===== config.mk =====
export PLATFORM = sky130hd
export DESIGN_NAME = sync_fifo_prog
export DESIGN_NICKNAME = d
export VERILOG_FILES = /design/src/rtl/sync_fifo_prog.sv
export SDC_FILE = /design/constraint.sdc
export NUM_CORES = 1
export LEC_CHECK = 0
export CAP_MARGIN = 20
export CORE_MARGIN = 2
export CORE_UTILIZATION = 45
export CTS_BUF_LIST = sky130_fd_sc_hd__clkbuf_4 sky130_fd_sc_hd__clkbuf_8 sky130_fd_sc_hd__clkbuf_16
export DETAILED_ROUTE_END_ITERATION = 16
export PLACE_DENSITY = 0.7
export REMOVE_ABC_BUFFERS = 1
export SETUP_SLACK_MARGIN = 0.4
export SLEW_MARGIN = 40
export SYNTH_ARGS = -nofsm -noshare
export SYNTH_HDL_FRONTEND = slang
export SYNTH_SLANG_ARGS = --single-unit

===== constraint.sdc =====
create_clock -name I_CLK -period 3.2 [get_ports I_CLK]
set_input_delay 0.32 -clock I_CLK [delete_from_list [all_inputs] [get_ports I_CLK]]
set_output_delay 0.32 -clock I_CLK [all_outputs]
set_load 0.02 [all_outputs]

===== src/rtl/sync_fifo_prog.sv =====
// Single-clock FIFO with standard or first-word-fall-through read,
// programmable almost-full/almost-empty, occupancy, flush and sticky errors.
module sync_fifo_prog #(
    parameter int WIDTH = 8,
    parameter int DEPTH = 16,
    parameter bit FWFT  = 1'b0,
    parameter int CW    = $clog2(DEPTH + 1)
) (
    input  logic             I_CLK,
    input  logic             I_RESETN,
    input  logic             I_WE,
    input  logic [WIDTH-1:0] I_DIN,
    input  logic             I_RE,
    input  logic             I_FLUSH,
    input  logic             I_CLR_ERR,
    input  logic [CW-1:0]    I_AFULL_TH,
    input  logic [CW-1:0]    I_AEMPTY_TH,
    output logic [WIDTH-1:0] O_DOUT,
    output logic             O_VALID,
    output logic [CW-1:0]    O_COUNT,
    output logic             O_FULL,
    output logic             O_EMPTY,
    output logic             O_AFULL,
    output logic             O_AEMPTY,
    output logic             O_OVERFLOW,
    output logic             O_UNDERFLOW
);

    localparam int PW = $clog2(DEPTH);
    localparam logic [PW-1:0] LAST  = PW'(DEPTH - 1);
    localparam logic [CW-1:0] DEP_C = CW'(DEPTH);

    logic [WIDTH-1:0] mem [DEPTH];
    logic [PW-1:0]    wr_ptr;
    logic [PW-1:0]    rd_ptr;
    logic [CW-1:0]    count;
    logic [WIDTH-1:0] dout_q;
    logic             valid_q;
    logic             ovf_q;
    logic             udf_q;

    logic [CW-1:0]    mem_cnt;
    logic             full;
    logic             empty;
    logic             rd_ok;
    logic             wr_ok;
    logic             pop_mem;

    function automatic logic [PW-1:0] nxt(input logic [PW-1:0] p);
        return (p == LAST) ? '0 : p + 1'b1;
    endfunction

    // Accept decisions; in FWFT the presented word is counted but no longer in the array
    always_comb begin
        full    = (count == DEP_C);
        empty   = FWFT ? !valid_q : (count == '0);
        rd_ok   = I_RE && !empty;
        wr_ok   = I_WE && (!full || rd_ok);
        mem_cnt = FWFT ? (count - CW'(valid_q)) : count;
        if (FWFT) begin
            pop_mem = (!valid_q || rd_ok) && (mem_cnt != '0);
        end else begin
            pop_mem = rd_ok;
        end
    end

    // Storage array, deliberately without reset
    always_ff @(posedge I_CLK) begin
        if (wr_ok && !I_FLUSH) begin
            mem[wr_ptr] <= I_DIN;
        end
    end

    // Sticky error flags; a new error wins over a same-cycle clear
    always_ff @(posedge I_CLK or negedge I_RESETN) begin
        if (!I_RESETN) begin
            ovf_q <= 1'b0;
            udf_q <= 1'b0;
        end else begin
            if (I_WE && !wr_ok && !I_FLUSH) begin
                ovf_q <= 1'b1;
            end else if (I_CLR_ERR) begin
                ovf_q <= 1'b0;
            end
            if (I_RE && !rd_ok && !I_FLUSH) begin
                udf_q <= 1'b1;
            end else if (I_CLR_ERR) begin
                udf_q <= 1'b0;
            end
        end
    end

    // Pointers, occupancy and read-data register; flush overrides traffic
    always_ff @(posedge I_CLK or negedge I_RESETN) begin
        if (!I_RESETN) begin
            wr_ptr  <= '0;
            rd_ptr  <= '0;
            count   <= '0;
            dout_q  <= '0;
            valid_q <= 1'b0;
        end else if (I_FLUSH) begin
            wr_ptr  <= '0;
            rd_ptr  <= '0;
            count   <= '0;
            valid_q <= 1'b0;
        end else begin
            if (wr_ok) begin
                wr_ptr <= nxt(wr_ptr);
            end
            if (pop_mem) begin
                rd_ptr <= nxt(rd_ptr);
            end
            if (wr_ok && !rd_ok) begin
                count <= count + 1'b1;
            end else if (rd_ok && !wr_ok) begin
                count <= count - 1'b1;
            end
            if (FWFT) begin
                if (pop_mem) begin
                    dout_q  <= mem[rd_ptr];
                    valid_q <= 1'b1;
                end else if (rd_ok) begin
                    valid_q <= 1'b0;
                end
            end else begin
                valid_q <= rd_ok;
                if (rd_ok) begin
                    dout_q <= mem[rd_ptr];
                end
            end
        end
    end

    assign O_DOUT      = dout_q;
    assign O_VALID     = valid_q;
    assign O_COUNT     = count;
    assign O_FULL      = full;
    assign O_EMPTY     = empty;
    assign O_AFULL     = (count >= I_AFULL_TH);
    assign O_AEMPTY    = (count <= I_AEMPTY_TH);
    assign O_OVERFLOW  = ovf_q;
    assign O_UNDERFLOW = udf_q;

endmodule


Word-level counts from Yosys, hierarchy flattened
Memories as Yosys holds them, arrays and structs flattened. A register that Yosys moved wholly into a read port is not among the register bits.
Index checks and enable logic that the tools add are counted.

storage, ports and cells
  RAM bits = 128
  output and inout port bits = 20
  memories kept = 1
  bits in registers = 16

cells by class
  magnitude comparators = 2
  reductions and logical operators = 23
  equal/unequal tests = 3
  multiplexer cells = 15
  add/subtract/negate cells = 4
  bitwise gates (word level) = 1

memories
  name  words  width  rd ports  clocked after Yosys merged registers in  write ports  line  source
  mem   16     8      1         1                                        1            33    logic [WIDTH-1:0] mem [DEPTH];

operators by type and width
  kind                   count
  $mux W4                6
  $mux W5                3
  $logic_and A1 B1 Y1    9
  $add A4 B1 Y4 const B  2
  $eq A4 B4 Y1 const B   2
  $reduce_bool A2 Y1     4
  $logic_not A1 Y1       6
  $mux W1                6
  $add A5 B1 Y5 const B  1
  $eq A5 B5 Y1 const B   1
  $ge A5 B5 Y1           1
  $le A5 B5 Y1           1
  $logic_not A5 Y1       1
  $sub A5 B1 Y5 const B  1
  $reduce_bool A3 Y1     1
  $reduce_and A2 Y1      1
  $logic_or A1 B1 Y1     1
  $not A1 Y1             1

Depth between registers and ports, before layout
  word-level depth = 10
  depth in mapped cells = 10
  depth with buffers taken out = 10

Least setup slack after synthesis
OpenSTA, ideal clock, no wires.

  path type = flip-flop to flip-flop
  start = reg count[1], in the netlist O_COUNT[1]
  end = reg count[4], in the netlist O_COUNT[4]
  buffers on the path = 0
  path slack = 374 ps
  arrival time = 2744 ps
  required time = 3118 ps
  cell stages (with the launch flop) = 10
  path through = dfrtp_1 -> nor4_4 -> nand2b_4 -> o21ai_0 -> nand2_1 -> fa_1 -> a21o_1 -> a21o_1 -> o41a_2 -> a31oi_1

between the ends
  word-level cells in the longest chain between the ends = 8

RTL lines
  what                                                                   line  source
  start: declaration                                                     36    logic [CW-1:0] count;
  start signal: assignment                                               114   count <= count + 1'b1;
  start signal: assignment                                               116   count <= count - 1'b1;
  parallel branches: the longest is 8 deep, another holds $sub A5 B1 Y5  -

Parallel ways; which one is timed is not known. The select of a mux whose other input is x is not followed.
A chain may end at the register's enable or synchronous reset.

Worst setup path in the final report
  start = reg count[0], in the netlist O_COUNT[0]
  end = out O_AFULL

between the ends
  word-level cells in the longest chain between the ends = 1

RTL lines
  what              line  source
  $ge A5 B5 Y1      139   assign O_AFULL = (count >= I_AFULL_TH);
  end: declaration  23    output logic O_AFULL,

No other way between the ends.

==> run metrics <==
CP startpoint O_COUNT[0]; # DRC 0; CTS Sinks 152; R2R cell count 9; pre-CTS setup slack 0.212 ns; Placement Cell Area 7260 um^2; commonest cells in the netlist edfxtp_1, mux4_2, dfrtp_1; first-pass GRT wire length 20200 um; number of routed nets with antenna violations 0; Reg clk slew, reported paths 0.06 ns; relative slew slack 52.0%; synth unique cells 47; average wire per standard cell 20.0 um; Synth area leaders edfxtp_1, mux4_2, dfrtp_1; CP max FO 7; Power Density 709 nW/um^2; total track usage 17.4%; ratio of cells with drive above 1 in the final layout 23.4%; Starting Density 45.7%; Fillers 1090; FFs w/ async S/R, synth 15.8%; setup TNS 0 ns; H-tree depth 4; ratio of final minimum period to clock period 82.1%; Crit Reg-Reg Startpoint O_COUNT[0]; vias in the first global route 3632; initial antenna violation count 0; Peak VDD IR 0.000486 V; GRT overflow 0; Antenna diodes 0; Seq/Total Area, Yosys 67.7%; reg2reg end O_COUNT[4]; Via density 5.57; worst-skew pair later-pin latency 0.41 ns; Slew @ Worst Pin 0.717 ns; routability cong. 0.803; syn avg cell area 17.6 um^2; Fin. Hold Viols 0; area leader, netlist edfxtp_1; IO buf count 43; final net count 482; Final WS setup 0.574 ns; RSZ-0062 raised after global routing no; Syn-to-layout area delta 18.5%; WS Path Type reg2out; post-layout min period 2.63 ns; r2r setup slk 0.61 ns; largest net degree at the start of global routing 33; clock skew 0.00884 ns; cell count after synthesis 374; die area 15600 um^2; TritonCTS buffer count 17; Ys Warns 0; kind of end point of the critical path output pin; count leader, synth edfxtp_1; CTS Hold Buffers Added 0; Post-Syn Area 6570 um^2; Root Buffer Master clkbuf_16; status finished clean; DP HPWL 8330 um; Min-Delay Path Class in2async; TritonCTS clock tree built; Total Power Consumption 5.51 mW; WL final 12600 um; ys flop type edfxtp_1; utilization after layout 54.1%; static leakage 2.71 nW; num ports 44; max-cap violations 0; vias post-DR 3528; Req. time, crit path 2.88 ns; critical path arrival 2.31 ns; # rows 44; flops & latches, synth 152; Max Slew Vio Count 0; DIE HEIGHT 125 um; DR pass1 iterations 4; area of the core 14400 um^2; Post-synth EDFFs 128; Clock Tree Buf Depth 2; initial DRC count 379; fmax 0.381 GHz; Final setup viols 0; top cell type's share of synthesized area 58.5%; cell area after layout 7780 um^2; die width 125 um; startpoint types flop; CP Capture Point O_AFULL
-- state kept, by name, indices dropped and copies added, names as in the netlist --
register / cells
mem: 128
O_DOUT: 8
O_COUNT: 5
rd_ptr: 4
wr_ptr: 4
O_OVERFLOW: 1
O_UNDERFLOW: 1
O_VALID: 1
-- placed cells by master, fill, tap and decap left out, types with 3 or more instances in the layout --
cell type,instances
nor3_1,4
nand2_1,19
a21o_1,3
and2_1,4
clkbuf_4,5
o221ai_2,8
a21oi_1,10
dfrtp_1,21
clkdlybuf4s50_1,42
o21a_1,3
clkinv_1,5
mux2i_1,16
nand3_1,8
mux4_2,32
dfrtp_2,3
nand2b_1,3
mux2_4,4
edfxtp_1,128
and3_1,5
nor2_1,11
inv_1,18
clkinv_2,3
nor2b_1,6
clkbuf_16,17
ha_1,19
buf_4,19
-- power by group --
group          internal, mW  switching [mW]  leakage, nW
sequential             2.26           0.130         1.46
combinational         0.725           0.702        0.997
clock                  1.00           0.696        0.252
total                  3.98            1.53         2.71
-- layout make-up --
| cell class | count | area, um^2 | share of cell area (%) |
|---|---|---|---|
| inverter | 20 | 80.1 | 1.03 |
| timing repair buffer | 62 | 568 | 7.30 |
| multi-input combinational | 185 | 1960 | 25.2 |
| tap | 184 | 230 | 2.96 |
| clock buffer | 22 | 463 | 5.95 |
| sequential | 152 | 4450 | 57.2 |
| clock inverter | 8 | 33.8 | 0.434 |
-- cells by family (layout without fill, tap and decap cells) --
group / count (synthesis) / after routing / share of synthesized area (%)
fa+ha+maj: 20 / 20 / 3.93
compound gates: 39 / 39 / 5.13
flops: 152 / 152 / 67.7
buf+inv: 37 / 112 / 2.63
mux: 52 / 52 / 14.3
simple gates: 70 / 70 / 5.76
xor+xnor: 4 / 4 / 0.534
-- how the worst min path moves through the flow --
| stage | startpoint | to | slack, ns | cells past startpoint |
|---|---|---|---|---|
| finish | I_RESETN | O_COUNT[4] | 0.34 | 1 |
| global route | I_RESETN | O_COUNT[4] | 0.36 | 1 |
| CTS | I_RESETN | O_UNDERFLOW | 0.34 | 1 |
| detailed placement | O_DOUT[1] | O_DOUT[1] | 0.48 | 2 |
| global placement | O_DOUT[6] | O_DOUT[6] | 0.48 | 2 |
| floorplan | I_RESETN | O_COUNT[0] | 0.02 | 0 |
-- repair_timing --
item                       in CTS  in global routing
gates resized for setup         1                  7
pin swaps                       1                  1
setup endpoints to repair       2                  4
buffers inserted                0                  2
-- worst max-delay path, cell delays in order, from the launching register on --
cell and delay, ns:
dfrtp_2 0.46, inv_1 0.09, ha_1 0.27, nand2b_1 0.13, a21oi_1 0.13, nor2b_1 0.05
o21ai_0 0.14, a21oi_1 0.08, clkdlybuf4s50_1 0.54
-- per-layer routing --
metal	up-vias	share of wire [%]	track usage [%]
met5	-	0	0
met4	0	1.8	6.74
met3	20	6.4	4.42
met2	120	50	27.9
met1	1791	42	22.9
li1	1597	-	-
-- per-stage QoR --
step	std cells	hold slack, ns
final	633	0.335
after global routing	633	0.358
after CTS	631	0.337
after detailed placement	601	0.480
after global placement	601	0.479
after floorplan	357	0.0244
No activity file was read; power rests on OpenSTA's default activity.
